`src/rtl/dmem_port_arbiter.sv`:
```
// Data-port arbiter between CPU load/store and a DMA master; CPU has priority,
// a starvation counter forces a one-cycle DMA slot. Optional stats: ARB_STAT_EN.
module dmem_port_arbiter #(
    parameter int DWIDTH   = 32,
    parameter int AWIDTH   = 12,
    parameter int MAX_WAIT = 4
) (
    input  logic              clk,
    input  logic              reset,
    input  logic              cpu_req,
    input  logic              cpu_we,
    input  logic [31:0]       cpu_addr,
    input  logic [DWIDTH-1:0] cpu_wdata,
    input  logic [3:0]        cpu_be,
    output logic [DWIDTH-1:0] cpu_rdata,
    output logic              cpu_stall,
    input  logic              dma_req,
    input  logic              dma_we,
    input  logic [31:0]       dma_addr,
    input  logic [DWIDTH-1:0] dma_wdata,
    input  logic [3:0]        dma_be,
    output logic              dma_gnt,
    output logic              dma_rvalid,
    output logic [DWIDTH-1:0] dma_rdata,
    output logic [AWIDTH-1:0] mem_addr,
    output logic              mem_we,
    output logic [3:0]        mem_be,
    output logic [DWIDTH-1:0] mem_wdata,
    input  logic [DWIDTH-1:0] mem_rdata
`ifdef ARB_STAT_EN
    ,
    output logic [31:0]       stat_stall_cnt,
    output logic [31:0]       stat_dma_cnt
`endif
);

    typedef enum logic {S_CPU, S_FORCE} state_t;
    typedef enum logic [1:0] {OWN_NONE = 2'd0, OWN_CPU = 2'd1, OWN_DMA = 2'd2} owner_t;

    // Last denied cycle before the count would reach MAX_WAIT.
    localparam logic [3:0] LP_WAIT_LAST = 4'(MAX_WAIT - 1);

    state_t      r_state;
    state_t      w_state_nxt;
    owner_t      r_rd_owner;
    owner_t      w_owner_nxt;
    logic [3:0]  r_wait_cnt;
    logic [3:0]  w_wait_nxt;
    logic        w_cpu_gnt;
    logic        w_dma_gnt;
    logic        w_unused;

    assign w_unused = ^{cpu_addr[31:AWIDTH+2], cpu_addr[1:0],
                        dma_addr[31:AWIDTH+2], dma_addr[1:0]};

    // NOTE: every signal gets a default before the case so no latch is inferred.
    always_comb begin
        w_state_nxt = S_CPU;
        w_cpu_gnt   = 1'b0;
        w_dma_gnt   = 1'b0;
        cpu_stall   = 1'b0;
        unique case (r_state)
            S_CPU: begin
                w_cpu_gnt = cpu_req;
                w_dma_gnt = dma_req & ~cpu_req;
                if (dma_req && !w_dma_gnt && (r_wait_cnt == LP_WAIT_LAST))
                    w_state_nxt = S_FORCE;
            end
            S_FORCE: begin
                w_dma_gnt = 1'b1;
                cpu_stall = cpu_req;
            end
            default: w_state_nxt = S_CPU;
        endcase
        // Reset forces every output low immediately, not just at the next edge.
        if (reset) begin
            w_state_nxt = S_CPU;
            w_cpu_gnt   = 1'b0;
            w_dma_gnt   = 1'b0;
            cpu_stall   = 1'b0;
        end
    end

    always_comb begin
        if (!dma_req || w_dma_gnt || (w_state_nxt == S_FORCE))
            w_wait_nxt = 4'd0;
        else
            w_wait_nxt = r_wait_cnt + 4'd1;
    end

    always_comb begin
        mem_addr    = '0;
        mem_we      = 1'b0;
        mem_be      = 4'h0;
        mem_wdata   = '0;
        w_owner_nxt = OWN_NONE;
        if (w_cpu_gnt) begin
            mem_addr    = cpu_addr[AWIDTH+1:2];
            mem_we      = cpu_we;
            mem_be      = cpu_be;
            mem_wdata   = cpu_wdata;
            w_owner_nxt = cpu_we ? OWN_NONE : OWN_CPU;
        end else if (w_dma_gnt) begin
            mem_addr    = dma_addr[AWIDTH+1:2];
            mem_we      = dma_we;
            mem_be      = dma_be;
            mem_wdata   = dma_wdata;
            w_owner_nxt = dma_we ? OWN_NONE : OWN_DMA;
        end
    end

    // NOTE: sequential state uses non-blocking assignments so all registers
    // sample the same pre-edge values.
    always_ff @(posedge clk or posedge reset) begin
        if (reset) begin
            r_state    <= S_CPU;
            r_wait_cnt <= 4'd0;
            r_rd_owner <= OWN_NONE;
        end else begin
            r_state    <= w_state_nxt;
            r_wait_cnt <= w_wait_nxt;
            r_rd_owner <= w_owner_nxt;
        end
    end

    assign dma_gnt    = w_dma_gnt;
    assign cpu_rdata  = mem_rdata;
    assign dma_rdata  = mem_rdata;
    assign dma_rvalid = (r_rd_owner == OWN_DMA);

`ifdef ARB_STAT_EN
    always_ff @(posedge clk or posedge reset) begin
        if (reset) begin
            stat_stall_cnt <= 32'd0;
            stat_dma_cnt   <= 32'd0;
        end else begin
            if (cpu_stall) stat_stall_cnt <= stat_stall_cnt + 32'd1;
            if (w_dma_gnt) stat_dma_cnt   <= stat_dma_cnt + 32'd1;
        end
    end
`endif

endmodule

```
`config.mk`:
```
export PLATFORM = sky130hd
export DESIGN_NAME = dmem_port_arbiter
export DESIGN_NICKNAME = d
export VERILOG_FILES = /design/src/rtl/dmem_port_arbiter.sv
export SDC_FILE = /design/constraint.sdc
export NUM_CORES = 1
export LEC_CHECK = 0
export BUFFER_PORTS_ARGS = -buffer_cell sky130_fd_sc_hd__buf_2
export CORE_AREA = 4 4 111 113
export CTS_BUF_LIST = sky130_fd_sc_hd__clkbuf_16
export DETAILED_ROUTE_END_ITERATION = 6
export DIE_AREA = 0 0 115 117
export PLACE_DENSITY = 0.5
export SLEW_MARGIN = 20
export SYNTH_ARGS = -nofsm -noshare
export SYNTH_HDL_FRONTEND = slang
export SYNTH_SLANG_ARGS = --single-unit
```
`constraint.sdc`:
```
create_clock -name clk -period 1.4 [get_ports clk]
set_input_delay 0.21 -clock clk [delete_from_list [all_inputs] [get_ports clk]]
set_output_delay 0.21 -clock clk [all_outputs]
set_load 0.005 [all_outputs]
```
# ---- Word-level counts from Yosys, hierarchy flattened
# Cells that the tools add are included.
dict set report totals {
  mem_bits_rw 0
  regBits 7
  input_bits 174
  output_inout_bits 116
  rom_bits 0
  word_cells 37
  mem_count 0
  latch_bits 0
}
dict set report op_classes {
  muxes 22
  shifts 0
  n_addsub 1
  eq_ne 2
  mul 0
  n_div 0
  magnitude_cmp 0
  reduce_logical 6
  bitwise_logic 3
}
# operator count
set ops {}
lappend ops {{$mux 32} 2}
lappend ops {{$mux 12} 2}
lappend ops {{$mux 4} 3}
lappend ops {{$mux 1} 11}
lappend ops {{$mux 2} 3}
lappend ops {{$add 4x1->4 const B} 1}
lappend ops {{$eq 4x2->1 const B} 1}
lappend ops {{$eq 2x2->1 const B} 1}
lappend ops {{$logic_and 1x1->1} 2}
lappend ops {{$logic_not 1->1} 2}
lappend ops {{$logic_or 1x1->1} 2}
lappend ops {{$not 1->1} 2}
lappend ops {{$pmux 1 s2} 1}
lappend ops {{$and 1x1->1} 1}

# ---- Depth between registers and ports, before layout
# Gate-level depths: netlist of the first run.
dict set report logic_depth {
  depth_word 10
  ltp_mapped 5
  depth_no_buf 4
}

# ---- Worst setup path after synthesis of the first run
# No wires, ideal clock.
dict set report synth_timing {
  kind {reg2out}
  startpoint {register r_state}
  endpoint {output port mem_addr[2]}
  path_buffers 2
  t_arrival_ps 1086
  stages_incl_launch_ff 5
  slack_ps 104
  t_required_ps 1190
  cell_sequence {dfrtp_1 o21a_1 buf_2 buf_6 a22o_1}
}
dict set report synth_between {
  elab_chain_cells 5
  elab_cells_between_ends 7
  cone_classes {mux (6); bitwise (1)}
}
# item line
set synth_rtl {}
lappend synth_rtl {{start, declared} 43} ;# state_t r_state;
lappend synth_rtl {{start signal, assigned} 120} ;# r_state <= w_state_nxt;
lappend synth_rtl {{$not 1->1} --}
lappend synth_rtl {{$pmux 1 s2 *} 62} ;# unique case (r_state)
lappend synth_rtl {{$mux 1 *} 76} ;# if (reset) begin
lappend synth_rtl {{named net dma_gnt} 22} ;# output logic dma_gnt,
lappend synth_rtl {{$mux 12 *} 103} ;# end else if (w_dma_gnt) begin
lappend synth_rtl {{$mux 12 *} 97} ;# if (w_cpu_gnt) begin
lappend synth_rtl {{end, declared} 25} ;# output logic [AWIDTH-1:0] mem_addr,
# The timed path passes the listed nets; every way through them passes the cells marked *.

# ---- Worst setup path in the final report of the first run
dict set report layout_timing {
  startpoint {register r_state}
  endpoint {output port mem_wdata[7]}
}
dict set report layout_between {
  elab_chain_cells 5
  elab_cells_between_ends 7
  cone_classes {mux (6); bitwise (1)}
}
# item line
set layout_rtl {}
lappend layout_rtl {{$not 1->1} --}
lappend layout_rtl {{$pmux 1 s2} 62}
lappend layout_rtl {{$mux 1} 76}
lappend layout_rtl {{$mux 32} 103}
lappend layout_rtl {{$mux 32 *} 97}
lappend layout_rtl {{end, declared} 28} ;# output logic [DWIDTH-1:0] mem_wdata,
# Every way passes the cells marked *; elsewhere a longest branch is shown, timed or not.

==> impl_metrics.yaml, run 1 <==
run_status:
  status: "finished with violations"
  violations: "setup timing"
route:
  postRouteAntennaNets: 0
  drc_errors: 0
  via_per_inst: 3.71
  dr.pass1.iters: 4
  wl_um: 4950
  drt_iter0_markers: 47
  dr_total_vias: 1434
  wl_per_cell_um: 12.8
cells_and_area:
  final_util_pct: 17.5
  drive_gt1_share_pct: 70.9
  antenna_cells: 0
  syn2layout_area_growth_pct: 50.3
  layout.cells.non_filler: 387
  nets: 420
grt:
  grt_start_max_net_pins: 28
  grt_pass1_vias: 1231
  grtUsageTotal_pct: 5.35
  grt-ovfl-total: 0
  grt_pass1_wl_um: 5840
  antenna_found_initial: 0
cts:
  cts-buffers-inserted: 3
  cts_num_sinks: 7
  clock_latency_ns: 0.23
  clk_path_buf_depth: 2
  cts_tree: "done"
  ctsHtreeMaxLevel: 1
  cts-root-buf: "clkbuf_16"
  cts.clk_slew.worst_paths_ns: 0.04
synth:
  synth_fa_ha_area_share_pct: 0.947
  synth_area_per_cell_um2: 8.75
  yosys_warnings: 0
  synthSimpleGateAreaFrac_pct: 7.86
  yosysSeqAreaShare_pct: 13.3
  syn_inst: 151
  synth_seq_cells: 7
  synthMuxAreaShare_pct: 0
  synth_area_um2: 1320
  synth_top_family_by_area: "buffers and inverters"
  synth-compound-area-share_pct: 33.4
  synthXorXnorAreaFrac_pct: 1.33
  ys_types: 20
  synth_nets: 326
worst_setup_path:
  worstSetupStartpointType: "flip-flop"
  crit_arrival_ns: 1.47
  path_cells: "nor3b_4, buf_6, buf_12, a22o_1, buf_2"
  crit_type: "flip-flop to output port"
  crit_slowest_cell: "dfrtp_2"
  worstPathMaxFanout: 14
  endpoint_kind: "output port"
  cp.required_ns: 1.19
  max_stage_delay_ns: 0.43
floorplan:
  dieArea_um2: 13500
  core_um2: 11300
  die_w_um: 115
  initial_core_util_pct: 11.7
  rows: 39
  die_h_um: 117
  pin_count: 290
sta:
  layout_min_cycle_time_ns: 1.68
  worst_pin_slew_ns: 0.604
  fin_worst_skew_ns: 0.00105
  slew_viol_final: 0
  setup_violations: 53
  rsz0062_at_grt: "yes"
  fmax_mhz: 594
  period_share_pct: 120
  hold_ws_ns: 0.0564
  fin_ws_ns: -0.283
  slew_headroom_pct: 59.3
  final_hold_viol_count: 0
placement:
  place.gp.congestion: 0.655
  io_buffer_count: 153
  dpl.hpwl_um: 3840
  dp.cells: 379
power_and_ir_drop:
  p_per_area_nw_per_um2: 575
  total_power_w: 0.00114
  p_leak_nw: 1.13
  ir_worst_vdd_v: 0.00114
flow_run:
  cap_viol_max_count: 0
min_path:
  hold_class: "primary input to asynchronous set/reset pin"
synthesized netlist by cell type:
cell     instances  share of area, %
a22o_1          49                32
ha_1             1              0.95
dfrtp_1          7                13
nand3_1          1              0.38
buf_4           64                36
nor2_1           1              0.28
buf_6            5               4.3
o21a_1           1              0.57
nor3b_2          1              0.95
nor3b_1          1              0.57
nand2_1          1              0.28
xor2_1           1              0.66
nor2b_1          5               2.4
nor4b_4          1               1.8
and3_1           1              0.47
buf_2            6               2.3
xnor2_1          1              0.66
o21ai_0          1              0.38
nor3_1           2              0.76
inv_1            1              0.28
kinds of logic (layout without fill, tap and decap cells):
logic type	count (synthesis)	count (layout)
xor gates and xnor gates	2	2
buffers and inverters	76	169
AOI/OAI and AO/OA	51	51
DFF	7	7
and+or+nand+nor	14	14
adders and majority gates	1	1
registers in the layout, indices dropped and copies added, names as in the netlist:
register / flops
r_rd_owner: 2
r_state: 1
r_wait_cnt: 4
layout make-up:
cell class              count  area, um^2
well taps                 143         179
clock inverters             1        5.00
inverters                   1        3.75
repair buffers            164         952
flip-flops and latches      7         176
fillers                  1285        9340
clock buffers               3        75.1
multi-input cells          68         594
critical path: cells and delay by family, from the launching register on:
| family | cells | cell delay, ns |
|---|---|---|
| flip-flops | 1 | 0.43 |
| buffers and inverters | 3 | 0.42 |
| AO/OA/AOI/OAI | 1 | 0.16 |
| AND/OR/NAND/NOR | 1 | 0.24 |
cells in the final DEF, fill, tap and decap left out, drive strengths merged, types with 2 or more instances in the layout:
| master | n |
|---|---|
| nor3 | 2 |
| nor3b | 2 |
| a22o | 49 |
| nor2b | 5 |
| dfrtp | 7 |
| buf | 162 |
| clkbuf | 5 |
power breakdown:
part           internal, W  switching, W
clock network     0.000374      0.000103
logic             0.000275      0.000176
registers         0.000211    0.00000444
total             0.000859      0.000283
timing repair:
| item | 4_1_cts | 5_1_grt |
|---|---|---|
| hold endpoints to repair | 0 | 0 |
| buffers inserted | 0 | 2 |
| setup endpoints to repair | 53 | 54 |
| gates resized for setup | 5 | 3 |
| hold buffers | 0 | 0 |
| gates cloned | 0 | 2 |
| pin swaps | 1 | 1 |
worst paths after layout:
check,start,to,slack (ns),cells after the start
min in group clk,cpu_we,r_rd_owner[0],0.14,2
worst min-delay path,reset,r_wait_cnt[2],0.06,3
max in group asynchronous,reset,r_state,1.21,3
worst min register to register,r_wait_cnt[0],r_wait_cnt[0],0.47,1
worst max register to register,r_state,r_wait_cnt[1],-0.14,5
worst max-delay path,r_state,mem_wdata[7],-0.28,5
through the flow:
stage	setup WS [ns]	TNS, ns	area [um^2]
after floorplan	0.104	0	1320
after global placement	-0.0326	-0.188	1810
after detailed placement	-0.0716	-0.798	1810
after CTS	-0.271	-11.25	1910
after global routing	-0.330	-15.17	1990
final	-0.283	-12.47	1990
per-layer routing:
metal	vias up	track usage [%]	part of all wire (%)
li1	674	-	-
met1	643	5.30	33
met2	105	10.6	52
met3	12	2.21	13
met4	0	0.704	0.95
met5	-	0	0
No activity file was read; power rests on OpenSTA's default activity.
==> inputs of run 2 (changes only) <==
==> constraint.sdc (replaced) <==
create_clock -name clk -period 1.6 [get_ports clk]
set_input_delay 0.24 -clock clk [delete_from_list [all_inputs] [get_ports clk]]
set_output_delay 0.24 -clock clk [all_outputs]
set_load 0.005 [all_outputs]
==> run 2 against run 1 <==
  * The flow still finishes with violations (setup timing)
  * Clock skew is essentially flat
  * Clock power down 14%
  * Highest routed layer is now met5
  * Wire length fell by 13%
==> impl_metrics.yaml, run 2 (synthesis gave the netlist of run 1 again) <==
floorplan:
  dieArea_um2: 13500
  die_h_um: 117
  core_um2: 11300
  die_w_um: 115
  pin_count: 290
  rows: 39
  initial_core_util_pct: 11.7
grt:
  grtUsageTotal_pct: 5.36
  grt_pass1_vias: 1239
  antenna_found_initial: 1
  grt_pass1_wl_um: 5880
  grt_start_max_net_pins: 28
  grt-ovfl-total: 0
route:
  wl_per_cell_um: 11.3
  postRouteAntennaNets: 0
  wl_um: 4320
  dr.pass1.iters: 3
  dr_total_vias: 1371
  drc_errors: 0
  drt_iter0_markers: 31
  via_per_inst: 3.59
worst_setup_path:
  r2r-end: "r_wait_cnt[2]"
  r2r_slack_ns: 0.18
  crit_arrival_ns: 1.44
  endpoint_kind: "output port"
  worstPathMaxFanout: 27
  crit_slowest_cell: "dfrtp_1"
  max_stage_delay_ns: 0.40
  worstSetupStartpointType: "flip-flop"
  r2r-start: "r_state"
  cp.required_ns: 1.36
  path_cells: "o21a_2, buf_12, a22o_1, buf_2"
  rr_worst_depth: 4
  crit_type: "flip-flop to output port"
cells_and_area:
  final_area_um2: 1890
  regMostFlops: "r_wait_cnt"
  final_cell_mix: "152 x buf_2, 49 x a22o_1, 7 x dfrtp_1, 5 x nor2b_1, 4 x buf_12"
  layout.cells.non_filler: 382
  syn2layout_area_growth_pct: 42.8
  top_regs: "r_wait_cnt (4), r_rd_owner (2), r_state (1)"
  nets: 415
  drive_gt1_share_pct: 69.0
  largest_register_ffs: 4
  final_util_pct: 16.7
  layout_commonest_cell: "buf_2"
  antenna_cells: 0
sta:
  fmax_mhz: 596
  fin_ws_ns: -0.0778
  layout_min_cycle_time_ns: 1.68
  finalSetupTns_ns: -2.00
  slew_headroom_pct: 65.8
  hold_ws_ns: 0.0380
  period_share_pct: 105
  final_hold_viol_count: 0
  fin_worst_skew_ns: 0.00133
  rsz0062_at_grt: "yes"
  worst_pin_slew_ns: 0.507
  setup_violations: 49
  slew_viol_final: 0
cts:
  cts_num_sinks: 7
  cts-buffers-inserted: 3
  cts_hold_buffers: 0
  cts_tree: "done"
  ctsHtreeMaxLevel: 1
  clock_latency_ns: 0.23
  cts.clk_slew.worst_paths_ns: 0.04
  cts-root-buf: "clkbuf_16"
  clk_path_buf_depth: 2
power_and_ir_drop:
  p_leak_nw: 1.09
  ir_worst_vdd_v: 0.000869
  p_per_area_nw_per_um2: 509
placement:
  dpl.hpwl_um: 3730
  place.gp.congestion: 0.655
  io_buffer_count: 153
  dp.cells: 377
  placed_area_um2: 1790
min_path:
  hold_class: "primary input to asynchronous set/reset pin"
run_status:
  status: "finished with violations"
  violations: "setup timing"
flow_run:
  cap_viol_max_count: 0
[run 2: cell count changes in the layout (fill, tap and decap cells not counted), moves of 2 or more]
cell,previous run,this run
clkbuf_16,5,3
buf_2,150,152
buf_6,3,1
buf_4,5,2
[run 2: routing by layer]
| layer | routed length [um] | share of wire [%] | track usage [%] | vias to the layer above |
|---|---|---|---|---|
| met5 | 20 | 0.46 | 0 | - |
| met4 | 48 | 1.1 | 1.17 | 2 |
| met3 | 692 | 16 | 2.57 | 14 |
| met2 | 2180 | 50 | 10.4 | 102 |
| met1 | 1380 | 32 | 5.11 | 589 |
| li1 | - | - | - | 664 |
[run 2: how the worst max path moves through the flow]
stage                  from      endpoint  cells past startpoint
finish              r_state  mem_wdata[7]                      4
global route        r_state  mem_wdata[7]                      4
CTS                 r_state  mem_wdata[1]                      4
detailed placement  dma_req  mem_addr[11]                      6
global placement    dma_req  mem_wdata[7]                      6
floorplan           r_state   mem_addr[2]                      4
[run 2: critical path, delay by kind of cell (launching register included)]
| kind | cells | cell delay (ns) |
|---|---|---|
| AO/OA/AOI/OAI | 2 | 0.50 |
| flip-flops | 1 | 0.40 |
| buffers and inverters | 2 | 0.29 |
[run 2: area by class of cell]
class / count / area (um^2)
fill: 1280 / 9430
timing repair buffer: 159 / 867
multi-input combinational: 68 / 583
tap: 143 / 179
sequential: 7 / 175
clock buffer: 3 / 75.1
clock inverter: 1 / 3.75
inverter: 1 / 3.75
[run 2: repair_timing]
item                       4_1_cts  5_1_grt
setup endpoints to repair       49       49
buffers inserted                 1        0
pin swaps                        1        0
hold endpoints to repair         0        0
resized for setup                1        0
[run 2: metrics by stage]
step	total power [W]	worst slack (ns)
finish	0.000961	-0.0778
CTS	0.000975	-0.0900
global route	0.00103	-0.138
detailed placement	0.000556	0.0864
floorplan	0.000462	0.274
global placement	0.000552	0.0971
[run 2: report_power, final]
group | leakage [nW] | internal [W] | switching, W
Sequential | 0.0952 | 0.000184 | 0.00000374
Combinational | 0.949 | 0.000220 | 0.000142
Clock | 0.0423 | 0.000324 | 0.0000864
==> inputs of run 3 (changes only) <==
--- a/config.mk
+++ b/config.mk
@@ -10,7 +10,7 @@
 export CTS_BUF_LIST = sky130_fd_sc_hd__clkbuf_16
 export DETAILED_ROUTE_END_ITERATION = 6
 export DIE_AREA = 0 0 115 117
-export PLACE_DENSITY = 0.5
+export PLACE_DENSITY_LB_ADDON = 0.15
 export SLEW_MARGIN = 20
 export SYNTH_ARGS = -nofsm -noshare
 export SYNTH_HDL_FRONTEND = slang
==> run 3 against run 2 <==
  * The flow still finishes with violations (setup timing)
  * Register-to-register slack gained 0.07 ns
  * First-iteration DRC count shrank 32%
  * Flip-flop and latch count is the same
  * Sequential share of layout area shrank 0.23 points
  * Die area is the same
  * Core utilization grew 0.43 points
  * Wire length grew 12%
  * Global-route usage grew 0.76 points
  * Critical path type unchanged
==> impl_metrics.yaml, run 3 (synthesis gave the netlist of run 1 again) <==
min_path:
  hold_class: "primary input to asynchronous set/reset pin"
route:
  dr_total_vias: 1399
  via_per_inst: 3.63
  dr.pass1.iters: 3
  postRouteAntennaNets: 0
  wl_per_cell_um: 12.6
  drt_iter0_markers: 21
  wl_um: 4850
  drc_errors: 0
worst_setup_path:
  max_stage_delay_ns: 0.42
  worstPathMaxFanout: 24
  endpoint_kind: "output port"
  crit_arrival_ns: 1.44
  cp.required_ns: 1.36
  critPathTopFamily: "compound AO/OA/AOI/OAI gates"
  crit_type: "flip-flop to output port"
  timing.critical_path.buf_inv: 2
  crit_slowest_cell: "dfrtp_1"
  path_cells: "o21a_2, buf_12, a22o_1, buf_2"
  worstSetupStartpointType: "flip-flop"
cells_and_area:
  syn2layout_area_growth_pct: 46.5
  final_area_um2: 1940
  layout_commonest_cell: "buf_2"
  drive_gt1_share_pct: 69.4
  final_cell_mix: "153 x buf_2, 49 x a22o_1, 7 x dfrtp_1, 5 x nor2b_1, 4 x clkbuf_16"
  largest_register_ffs: 4
  antenna_cells: 0
  nets: 418
  regMostFlops: "r_wait_cnt"
  fillers: 1295
  top_regs: "r_wait_cnt (4), r_rd_owner (2), r_state (1)"
run_status:
  status: "finished with violations"
  violations: "setup timing"
cts:
  cts-buffers-inserted: 3
  cts_setup_buffers: 0
  cts_hold_buffers: 0
  clock_latency_ns: 0.23
  clk_path_buf_depth: 2
  cts-root-buf: "clkbuf_16"
  cts_tree: "done"
  cts_num_sinks: 7
  ctsHtreeMaxLevel: 1
  cts.clk_slew.worst_paths_ns: 0.04
floorplan:
  dieArea_um2: 13500
  core_um2: 11300
  die_w_um: 115
  initial_core_util_pct: 11.7
  rows: 39
  die_h_um: 117
  pin_count: 290
power_and_ir_drop:
  p_per_area_nw_per_um2: 508
  ir_worst_vdd_v: 0.000193
  p_leak_nw: 1.11
placement:
  place.gp.congestion: 0.641
  placed_area_um2: 1800
  io_buffer_count: 153
  place_ws_ns: 0.0958
  dpl.hpwl_um: 3840
sta:
  fin_ws_ns: -0.0766
  period_share_pct: 105
  fmax_mhz: 596
  slew_viol_final: 0
  setup_violations: 49
  rsz0062_at_grt: "yes"
  slew_headroom_pct: 80.2
  worst_pin_slew_ns: 0.296
  finalSetupTns_ns: -3.12
  layout_min_cycle_time_ns: 1.68
  final_hold_viol_count: 0
  fin_worst_skew_ns: 0.000348
grt:
  antenna_found_initial: 0
  grtUsageTotal_pct: 6.12
  grt-ovfl-total: 0
  grt_pass1_wl_um: 6530
  grt_start_max_net_pins: 28
  grt_pass1_vias: 1302
flow_run:
  cap_viol_max_count: 0
[run 3: changes by cell type in the layout (fill, tap and decap cells not counted)]
cell	before	now
buf_12	4	3
buf_16	0	1
buf_2	152	153
buf_6	1	2
clkbuf_16	3	4
[run 3: path summary, 6_finish.rpt]
| check | startpoint | endpoint | slack (ns) | cells after the start |
|---|---|---|---|---|
| min in group clk | dma_we | r_rd_owner[1] | 0.19 | 2 |
| worst min register to register | r_wait_cnt[0] | r_wait_cnt[0] | 0.46 | 1 |
| worst max register to register | r_state | r_wait_cnt[2] | 0.25 | 4 |
| worst max-delay path | r_state | mem_wdata[5] | -0.08 | 4 |
| max in group asynchronous | reset | r_rd_owner[0] | 1.44 | 3 |
| worst min-delay path | reset | r_wait_cnt[1] | 0.04 | 3 |
[run 3: what timing repair did]
item,CTS,global route
gates cloned,1,1
setup endpoints to repair,49,49
gates resized for setup,3,0
pin swaps,1,2
[run 3: area by class of cell]
class                   instances  area, um^2  share of cell area, %
flip-flops and latches          7         175                   9.05
repair buffers                162         916                   47.3
well taps                     143         179                   9.24
clock inverters                 1        3.75                  0.194
clock buffers                   3        75.1                   3.88
multi-input cells              68         583                   30.1
inverters                       1        3.75                  0.194
[run 3: routing by layer]
| metal | track usage, % | part of all wire, % | up-vias | wire length, um |
|---|---|---|---|---|
| met5 | 0 | 0 | - | 0 |
| met4 | 2.90 | 1.9 | 0 | 91 |
| met3 | 1.59 | 13 | 8 | 641 |
| met2 | 11.8 | 54 | 102 | 2620 |
| met1 | 6.04 | 31 | 622 | 1500 |
| li1 | - | - | 667 | - |
[run 3: report_power, final]
group	switching, W	total [W]	internal [W]
registers	0.00000383	0.000188	0.000184
logic	0.000148	0.000381	0.000233
clock network	0.0000892	0.000414	0.000324
total	0.000241	0.000982	0.000742
[run 3: stage by stage]
step           std cells  total power (W)  utilization, %  hold WS (ns)
4_1_cts              384          0.00100            16.9        0.0427
6_report             385         0.000982            17.1        0.0386
2_1_floorplan        151         0.000462               -        0.0567
3_3_place_gp         379         0.000562            15.9         0.280
3_5_place_dp         379         0.000560            15.9         0.282
5_1_grt              385          0.00106            17.1        0.0687
[run 3: worst min-delay path, stage by stage]
cell,delay (ns)
buf_2,0.13
inv_1,0.07
buf_4,0.17
